$ cat config.mk
export PLATFORM = sky130hd
export DESIGN_NAME = step_dir_input
export DESIGN_NICKNAME = d
export VERILOG_FILES = /design/src/rtl/step_dir_input.sv
export SDC_FILE = /design/constraint.sdc
export NUM_CORES = 1
export LEC_CHECK = 0
export CAP_MARGIN = 20
export CORE_UTILIZATION = 51
export DETAILED_ROUTE_END_ITERATION = 8
export GPL_TIMING_DRIVEN = 1
export PLACE_DENSITY = 0.76
export SLEW_MARGIN = 30
export SYNTH_ARGS = -nofsm -noshare
export SYNTH_HDL_FRONTEND = slang
export SYNTH_SLANG_ARGS = --single-unit
export TNS_END_PERCENT = 50
$ cat constraint.sdc
create_clock -name CLK -period 2.67 [get_ports CLK]
set_input_delay 0.4005 -clock CLK [delete_from_list [all_inputs] [get_ports CLK]]
set_output_delay 0.4005 -clock CLK [all_outputs]
set_load 0.02 [all_outputs]
$ cat src/rtl/step_dir_input.sv
// step_dir_input: synchronizes and filters external STEP/DIR/EN pins,
// emits one step pulse per accepted edge and tracks signed position.
module step_dir_input #(
  parameter int SYNC_STAGES   = 2,
  parameter int FILTER_CYCLES = 4,
  parameter int MIN_PERIOD    = 16,
  parameter int POS_WIDTH     = 32
) (
  input  logic                 CLK,
  input  logic                 resetn,
  input  logic                 STEPINPUT,
  input  logic                 DIRINPUT,
  input  logic                 ENINPUT,
  input  logic                 clear_pos,
  input  logic                 fault_clear,
  output logic                 step_out,
  output logic                 dir_out,
  output logic                 enable_out,
  output logic [POS_WIDTH-1:0] position,
  output logic                 step_fault
);

  localparam int FW  = $clog2(FILTER_CYCLES + 1);
  localparam int PCW = $clog2(MIN_PERIOD + 1);
  localparam int S   = SYNC_STAGES;

  localparam logic [FW-1:0]  FLT_LAST = FW'(FILTER_CYCLES - 1);
  localparam logic [PCW-1:0] PER_MAX  = PCW'(MIN_PERIOD);
  localparam logic [POS_WIDTH-1:0] POS_ONE =
    {{(POS_WIDTH-1){1'b0}}, 1'b1};

  typedef enum logic [1:0] {
    UNARMED,
    ARMED,
    HIGH
  } state_t;

  logic [S-1:0]   step_sync;
  logic [S-1:0]   dir_sync;
  logic [S-1:0]   en_sync;
  logic [S-1:0]   sync_vld;
  logic [FW-1:0]  step_cnt;
  logic [FW-1:0]  dir_cnt;
  logic           step_filt;
  logic           dir_filt;
  logic [PCW-1:0] period;
  logic           accept;
  state_t         state;
  state_t         state_nx;

  logic step_s;
  logic dir_s;
  logic primed;

  assign step_s     = step_sync[S-1];
  assign dir_s      = dir_sync[S-1];
  assign primed     = sync_vld[S-1];
  assign enable_out = en_sync[S-1];
  assign dir_out    = dir_filt;

  // Pin synchronizers; sync_vld marks when the chain holds real pin data.
  always_ff @(posedge CLK) begin
    if (!resetn) begin
      step_sync <= '0;
      dir_sync  <= '0;
      en_sync   <= '0;
      sync_vld  <= '0;
    end else begin
      step_sync <= {step_sync[S-2:0], STEPINPUT};
      dir_sync  <= {dir_sync[S-2:0], DIRINPUT};
      en_sync   <= {en_sync[S-2:0], ENINPUT};
      sync_vld  <= {sync_vld[S-2:0], 1'b1};
    end
  end

  // Level filters: flip only after a full run of mismatching samples.
  always_ff @(posedge CLK) begin
    if (!resetn) begin
      step_cnt  <= '0;
      dir_cnt   <= '0;
      step_filt <= 1'b0;
      dir_filt  <= 1'b0;
    end else begin
      if (step_s == step_filt) begin
        step_cnt <= '0;
      end else if (step_cnt == FLT_LAST) begin
        step_cnt  <= '0;
        step_filt <= step_s;
      end else begin
        step_cnt <= step_cnt + FW'(1);
      end
      if (dir_s == dir_filt) begin
        dir_cnt <= '0;
      end else if (dir_cnt == FLT_LAST) begin
        dir_cnt  <= '0;
        dir_filt <= dir_s;
      end else begin
        dir_cnt <= dir_cnt + FW'(1);
      end
    end
  end

  // Step state register.
  always_ff @(posedge CLK) begin
    if (!resetn) state <= UNARMED;
    else         state <= state_nx;
  end

  // Arming waits for a genuine low so a pin held high at reset is ignored.
  always_comb begin
    state_nx = state;
    accept   = 1'b0;
    unique case (state)
      UNARMED: begin
        if (primed && !step_s && !step_filt)
          state_nx = ARMED;
      end
      ARMED: begin
        if (step_filt) begin
          state_nx = HIGH;
          accept   = enable_out;
        end
      end
      HIGH: begin
        if (!step_filt)
          state_nx = ARMED;
      end
      default: state_nx = UNARMED;
    endcase
  end

  // Step pulse, position, period counter and sticky fault.
  always_ff @(posedge CLK) begin
    if (!resetn) begin
      step_out   <= 1'b0;
      position   <= '0;
      step_fault <= 1'b0;
      period     <= PER_MAX;
    end else begin
      step_out <= accept;
      if (clear_pos)
        position <= '0;
      else if (step_out)
        position <= dir_out ? position + POS_ONE
                            : position - POS_ONE;
      if (step_out && period < PER_MAX)
        step_fault <= 1'b1;
      else if (fault_clear)
        step_fault <= 1'b0;
      if (step_out)
        period <= '0;
      else if (period < PER_MAX)
        period <= period + PCW'(1);
    end
  end

endmodule
---- Yosys cells after proc, flatten, opt, wreduce, memory -nomap -nowiden ----
Cells that the tools add are included.
word-level totals
  bits in registers ....................... 57
  output and inout bits ................... 36
operators by class
  add/sub/neg operators ................... 5
  $lt $le $gt $ge ......................... 1
  equal/unequal tests ..................... 9
  muxes and demuxes ....................... 10
  bitwise gates (word level) .............. 3
  reductions and logical operators ........ 16
operators by type and width
  operator               count
  $add 32x1->32 const B  1
  $mux 32                1
  $sub 32x1->32 const B  1
  $mux 5                 2
  $add 3x1->3 const B    2
  $eq 3x2->1 const B     2
  $mux 2                 3
  $ne 2x2->1 const B     3
  $pmux 2 s3             1
  $reduce_and 3->1       2
  $reduce_or 3->1        2
  $add 5x1->5 const B    1
  $lt 5x5->1 const B     1
  $reduce_and 2->1       2
  $reduce_bool 2->1      2
  $reduce_or 2->1        2
  $logic_and 1x1->1      3
  $mux 1                 3
  $not 1->1              3
  $eq 1x1->1             2
  $eq 2x1->1 const B     1
  $eq 2x2->1 const B     1
  $logic_not 1->1        2
  $logic_not 2->1        1

---- Depth between registers and ports, before layout ----
Gate-level depths: netlist of the first run.
  word-level depth ........................ 5
  mapped depth ............................ 11
  depth with buffers taken out ............ 10

---- Worst setup path after synthesis of the first run ----
No wires, ideal clock.
  kind .................................... register -> register
  start point ............................. register dir_filt, in the netlist dir_out
  end point ............................... register position[31]
  arrival time ............................ 3,008 ps
  slack ................................... -405 ps
  cell stages (with the launch flop) ...... 12
  period minus slack after synthesis ...... 3,075 ps
  cells stage by stage .................... dfxtp_1 inv_1 ha_1 buf_6 a21oi_4 o21bai_4 a2111oi_4 o41ai_2 and2_0 a211o_1 a311o_1 o21ai_2
between the ends
  word-level cells in the longest chain between the ends .. 1
RTL lines
  item                      line  RTL
  start: declaration        45    logic dir_filt;
  start signal: assignment  96    dir_filt <= dir_s;
  $mux 32                   144   position <= dir_out ? position + POS_ONE
  end signal: assignment    144
  end: declaration          19    output logic [POS_WIDTH-1:0] position,
Every way passes these cells.
A chain may end at the register's enable or synchronous reset.

---- Final worst setup path of the first run ----
  start point ............................. register dir_filt, in the netlist dir_out
  end point ............................... register position[30]
The elaborated chain is that of the path after synthesis.

==> results of run 1 <==
[state kept, by name (all words and copies together), names as in the netlist, 2 cells and up]
register	count
dir_cnt	3
dir_sync	2
en_sync	2
period	5
position	32
state	2
step_cnt	3
step_sync	2
sync_vld	2
[cell usage after synthesis, types with 4 or more instances]
master,number,area [um2]
nand3_1,18,90.1
o21ai_1,5,25.0
dfxtp_1,57,1140
buf_2,4,20.0
a211o_1,4,35.0
a31oi_1,7,43.8
a21oi_1,36,180
inv_1,18,67.6
nand2_1,40,150
nor3_1,12,60.1
o21ai_0,16,80.1
nor2b_1,7,43.8
nand3b_1,5,37.5
nand4_1,5,31.3
ha_1,35,438
xnor2_1,12,105
and2_1,11,68.8
o211ai_1,4,30.0
o31ai_1,4,30.0
mux2i_1,19,190
or3_1,8,50.1
xor2_1,11,96.3
a21o_1,10,75.1
clkbuf_1,13,48.8
nor2_1,43,161
[routing by layer]
metal	share of wire, %	vias to the layer above	wire (um)	GRT usage (%)
met5	0	-	0	0
met4	2.2	0	240	12.9
met3	4.9	25	526	4.43
met2	48	109	5150	47.4
met1	45	1763	4810	35.9
li1	-	1857	-	-
[path summary, 6_finish.rpt]
path	startpoint	endpoint	slack, ps
hold reg to reg	step_cnt[0]	step_cnt[0]	420
setup reg to reg	dir_out	position[30]	10
setup / recovery	dir_out	position[30]	10
hold / removal	step_cnt[0]	step_cnt[0]	420
[worst max-delay path, stage by stage, from the launching register on]
cell        delay, ps
dfxtp_4           360
clkinvlp_4        110
buf_12            170
ha_1              300
buf_4             160
nand2_1            60
o21ai_1           110
a211o_1           300
o21ai_2           220
a21oi_2           110
o211ai_1          230
mux2i_1           110
a311o_1           310
[layout by cell type, fill, tap and decap left out, types with 3 or more instances in the layout]
master	count
o21ai_2	3
clkbuf_8	10
buf_4	69
nand2_1	40
inv_6	4
nand3b_1	5
a211o_1	4
nor3_1	12
or3_1	8
dfxtp_1	56
clkdlybuf4s50_1	42
nand2b_1	3
and2_1	11
nand4_1	5
o21ai_1	6
inv_1	17
nand3_1	16
a31oi_1	5
a21o_1	10
nor2_1	42
a21oi_1	27
and3_1	3
a21oi_2	11
ha_1	29
o211ai_1	4
xnor2_1	12
o21ai_0	13
nor2b_1	6
ha_4	5
mux2i_1	19
xor2_1	11
[stage by stage]
stage / worst slack [ps] / instances
after global placement: -21.0 / 645
after CTS: -13.9 / 661
after global routing: -107 / 664
after floorplan: -245 / 455
after detailed placement: -87.0 / 645
final: 13.4 / 664
[timing repair]
action / 4_1_cts / 5_1_grt
setup endpoints to repair: 4 / 17
resized for setup: 4 / 37
setup buffers: 0 / 3
pin swaps: 1 / 11
[cells by family after synthesis]
| family | count (synthesis) | share of synthesized area (%) |
|---|---|---|
| flip-flops | 57 | 30.1 |
| XOR/XNOR | 23 | 5.32 |
| AO/OA/AOI/OAI | 117 | 21.5 |
| buffers and inverters | 37 | 4.00 |
| adder cells (fa/ha/maj) | 36 | 12.1 |
| AND/OR/NAND/NOR | 165 | 21.6 |
| multiplexers | 20 | 5.32 |
[report_power, final]
| group | total, W | internal, W | switching, W |
|---|---|---|---|
| Sequential | 0.000860 | 0.000856 | 0.00000383 |
| Clock | 0.000890 | 0.000469 | 0.000421 |
| Combinational | 0.0000420 | 0.0000176 | 0.0000245 |
[layout make-up]
cell class / instances / area [um2] / area share, %
Clock buffer: 10 / 138 / 2.63
Clock inverter: 6 / 72.6 / 1.39
Inverter: 18 / 71.3 / 1.36
Multi-Input combinational cell: 361 / 2710 / 51.8
Sequential cell: 57 / 1140 / 21.9
Tap cell: 99 / 124 / 2.37
Timing Repair Buffer: 113 / 973 / 18.6
==> out/summary.txt, run 1 <==
Outcome - completed
Fin util - 72.6%
Main synth FF type - dfxtp_1
Slew Limit Fails - 0
Ys async rst share - 0%
CTS tree - done
Synthesis Warnings - 0
Layout cells sized above 1 - 24.1%
DRT iter0 DRCs - 221
Inserted Diodes - 0
Final Cell Area - 0.00524 mm2
# DRC - 0
Via Count - 3,754
Final setup viols - 0
Yosys reg bits - 57
Clock skew - 9.65 ps
Die Ht - 88.1 um
Final ANT Viol Nets - 0
Drt pass-1 iters - 5
Clock-pin transition on the worst setup and hold timing paths - 80 ps
Initial antenna violation count - 0
Total power - 0.00179 W
H-tree Lvls - 3
Placed Area - 0.00480 mm2
Critical path endpoint category - flip-flop
Worst R2R Path Depth - 12
Hold Fails Final Rpt - 0
Die Width - 88.1 um
Vias/cell - 5.65
Worst-Skew Late Latency - 360 ps
Largest net degree at the start of global routing - 30
Post-synth EDFFs - 0
Synth Net Count - 498
Area growth from synthesis to layout - 38.4%
Gpl congestion - 0.898
Initial Util - 52.5%
Global-route wire length before repair - 16,800 um
Hold WS - 420 ps
Core ar. - 0.00721 mm2
Period minus WS final - 2660 ps
Setup Crit Path Kind - reg -> reg
Max-cap viol count - 0
Std-Cell Rows - 31
Post-DP HPWL - 7530 um
Power Density - 342 mW/mm2
Part of the cycle the worst path needs - 99.5%
Setup TNS - 0 ps
WP data required - 2920 ps
Bufs on Longest Clock Path - 2
Cell depth of the worst hold path - 1
Seq/Total Area, Yosys - 30.1%
GRT Overall Usage - 28.3%
Pin slew with the least headroom to its limit - 437 ps
Relative slew margins - 70.8%
Synthesized area per cell - 8.32 um2
Total die area - 0.00777 mm2
Final WL - 10,700 um
Fill cells - 560
Static leakage - 2.27 nW
Worst vdd ir - 295 uV
Clock sinks - 57
Cell count after synthesis - 455
Worst endpoint data arrival time - 2900 ps
CP Max Fanout - 11
Root Buffer - clkbuf_8
DR WL/cell - 16.2 um
Number of global-route vias before repair - 3,601
Cell variety after synth - 61
I/O pin total - 43
Final #Nets - 603
Startpoint types - flip-flop
Netlist Area Pre-Place - 0.00378 mm2
GRT Residual Overflow - 0
Hold Path Class - reg -> reg
CTS buffer count - 9
Max Clock Freq - 0.376 GHz
Hold buffer count at cts - 0
RSZ-0062 raised after global routing - true
Port bufs - 42
Note: power is estimated with default switching activity, not from simulation.
==> run 2, diff against run 1 <==
--- a/config.mk
+++ b/config.mk
@@ -6,10 +6,11 @@
 export NUM_CORES = 1
 export LEC_CHECK = 0
 export CAP_MARGIN = 20
-export CORE_UTILIZATION = 51
+export CORE_UTILIZATION = 53
+export CTS_BUF_LIST = sky130_fd_sc_hd__clkbuf_2 sky130_fd_sc_hd__clkbuf_4 sky130_fd_sc_hd__clkbuf_8
 export DETAILED_ROUTE_END_ITERATION = 8
 export GPL_TIMING_DRIVEN = 1
-export PLACE_DENSITY = 0.76
+export PLACE_DENSITY = 0.79
 export SLEW_MARGIN = 30
 export SYNTH_ARGS = -nofsm -noshare
 export SYNTH_HDL_FRONTEND = slang
==> out/summary.txt, run 2 (synthesis results as in run 1) <==
Outcome - finished with violations
Failing checks - setup timing
RR Startpoint - dir_out
Initial antenna violation count - 0 (unchanged)
Slew Limit Fails - 0 (unchanged)
Drt pass-1 iters - 5 (unchanged)
Initial Util - 55.4% (+2.9 points)
Hold Fails Final Rpt - 0 (unchanged)
Total die area - 0.00748 mm2 (-3.7%)
Final #Nets - 575 (-4.6%)
Std-Cell Rows - 30 (-3.2%)
Cell depth of the worst hold path - 1 (unchanged)
RSZ-0062 raised after global routing - true
CTS tree - done
Worst vdd ir - 288 uV (-2.2%)
Area growth from synthesis to layout - 32.6%
Global-route wire length before repair - 15,900 um (-5.4%)
Reg with most FFs - position
Die Width - 86.5 um (-1.9%)
Layout cells sized above 1 - 19.4% (-4.7 points)
Layout Cells excl Fill - 633 (-4.7%)
Setup Crit Path Kind - reg -> reg
Fin util - 73.4% (+0.85 points)
Core ar. - 0.00683 mm2 (-5.3%)
Final setup viols - 3 (+3)
Largest registers - position (32), period (5)
CP Max Fanout - 22 (+11)
Hold buffer count at cts - 0 (unchanged)
Clock-pin transition on the worst setup and hold timing paths - 80 ps (about the same)
Startpoint types - flip-flop
Largest net degree at the start of global routing - 23 (-23%)
Fill cells - 518 (-7.5%)
Clock skew - 9.39 ps (-0.252 ps)
Gpl congestion - 0.987 (+9.9%)
DRT iter0 DRCs - 262 (+19%)
Pin slew with the least headroom to its limit - 472 ps (+34.9 ps)
Port bufs - 42 (unchanged)
Vias/cell - 5.94 (+5.0%)
Max Clock Freq - 0.366 GHz (-2.7%)
Final WL - 10,300 um (-3.9%)
Power Density - 354 mW/mm2 (+3.4%)
Number of global-route vias before repair - 3,400 (-5.6%)
CTS buffer count - 9 (unchanged)
Critical path endpoint category - flip-flop
Reg2Reg Setup Slack - -60 ps (-70 ps)
Hold Path Class - reg -> reg
GRT Overall Usage - 27.1% (-1.2 points)
Most common cell after layout, fill and taps aside - dfxtp_1
Hold WS - 429 ps (+9.06 ps)
Via Count - 3,759 (+0.13%)
Relative slew margins - 68.5% (-2.3 points)
Die Ht - 86.5 um (-1.9%)
Final worst slack - -59.0 ps (-72.5 ps)
Static leakage - 2.13 nW (-6.4%)
# DRC - 0 (unchanged)
Period minus WS final - 2730 ps (+72.5 ps)
H-tree Lvls - 3 (unchanged)
I/O pin total - 43 (unchanged)
RR Endpoint - position[29]
Max-cap viol count - 0 (unchanged)
Inst Count DP - 616 (-4.5%)
Max reg flops - 32 (unchanged)
Commonest non-fill, non-tap cells in the layout - 56 x dfxtp_1, 42 x nor2_1, 42 x clkdlybuf4s50_1, 42 x buf_4, 40 x nand2_1
DR WL/cell - 16.3 um (+0.80%)
Final ANT Viol Nets - 0 (unchanged)
Worst-Skew Late Latency - 350 ps (about the same)
Inserted Diodes - 0 (unchanged)
WP data required - 2920 ps (about the same)
Root Buffer - clkbuf_8
Clock sinks - 57 (unchanged)
Setup TNS - -105 ps (-105 ps)
Min-delay src - dir_cnt[0]
Hold path endpoint - dir_cnt[0]
Part of the cycle the worst path needs - 102% (+2.7 points)
Post-DP HPWL - 7220 um (-4.1%)
Worst R2R Path Depth - 10 (-2)
GRT Residual Overflow - 0 (unchanged)
Worst endpoint data arrival time - 2980 ps (+80 ps)
Bufs on Longest Clock Path - 2 (unchanged)
[run 2: cell count changes in the layout (fill, tap and decap cells not counted), moves of 2 or more]
| cell | change |
|---|---|
| ha_4 | +2 |
| a21oi_2 | -3 |
| o2111ai_1 | +2 |
| a21oi_1 | +3 |
| ha_1 | -3 |
| buf_4 | -27 |
| o21ai_2 | -2 |
| o2111ai_2 | -2 |
[run 2: power by group]
group | internal [W] | leakage [nW] | switching [W]
Combinational | 0.0000203 | 1.56 | 0.0000236
Clock | 0.000467 | 0.104 | 0.000404
Sequential | 0.000856 | 0.462 | 0.00000390
[run 2: repair_timing]
action / in CTS / in global routing
setup buffers: 0 / 1
hold endpoints to repair: 0 / 0
endpoints found under the setup margin: 5 / 16
resized for setup: 4 / 32
gates cloned: 0 / 0
pin swaps: 0 / 11
[run 2: stage by stage]
step	worst slack (ps)	power (W)	instance area, um2
floorplan	-245	0.000900	3840
global placement	27.5	0.000922	4600
detailed placement	-35.5	0.000924	4600
CTS	0.729	0.00178	4830
global route	-101	0.00183	5020
finish	-59.0	0.00178	5020
[run 2: final cells by class]
class	count	area, um2	share of cell area [%]
inverter	18	71.3	1.42
clock inverter	6	72.6	1.45
tap	96	120	2.39
timing repair buffer	85	756	15.1
sequential	57	1140	22.8
multi-input combinational	361	2720	54.1
clock buffer	10	138	2.74
[run 2: critical path, cell delays in order, from the launching register on]
cell and delay, ps:
dfxtp_4 380, clkinvlp_4 110, buf_12 180, ha_1 380, a21o_1 240, nor4_1 430, o211a_1 290, o221ai_2 130
a41oi_2 230, mux2i_1 200, nand2_1 60
[run 2: worst max path at each step]
stage / startpoint / to / slack, ps
2_1_floorplan: dir_out / position[30] / -250
3_3_place_gp: dir_out / position[30] / 30
3_5_place_dp: dir_out / position[30] / -40
4_1_cts: dir_out / position[31] / 0.7
5_1_grt: dir_out / position[29] / -100
6_report: dir_out / position[29] / -60
[run 2: layer usage]
metal | GRT usage, % | wire length, um | up-vias
li1 | - | - | 1804
met1 | 34.6 | 4470 | 1753
met2 | 46.2 | 4920 | 176
met3 | 5.43 | 710 | 26
met4 | 8.48 | 205 | 0
met5 | 0 | 0 | -
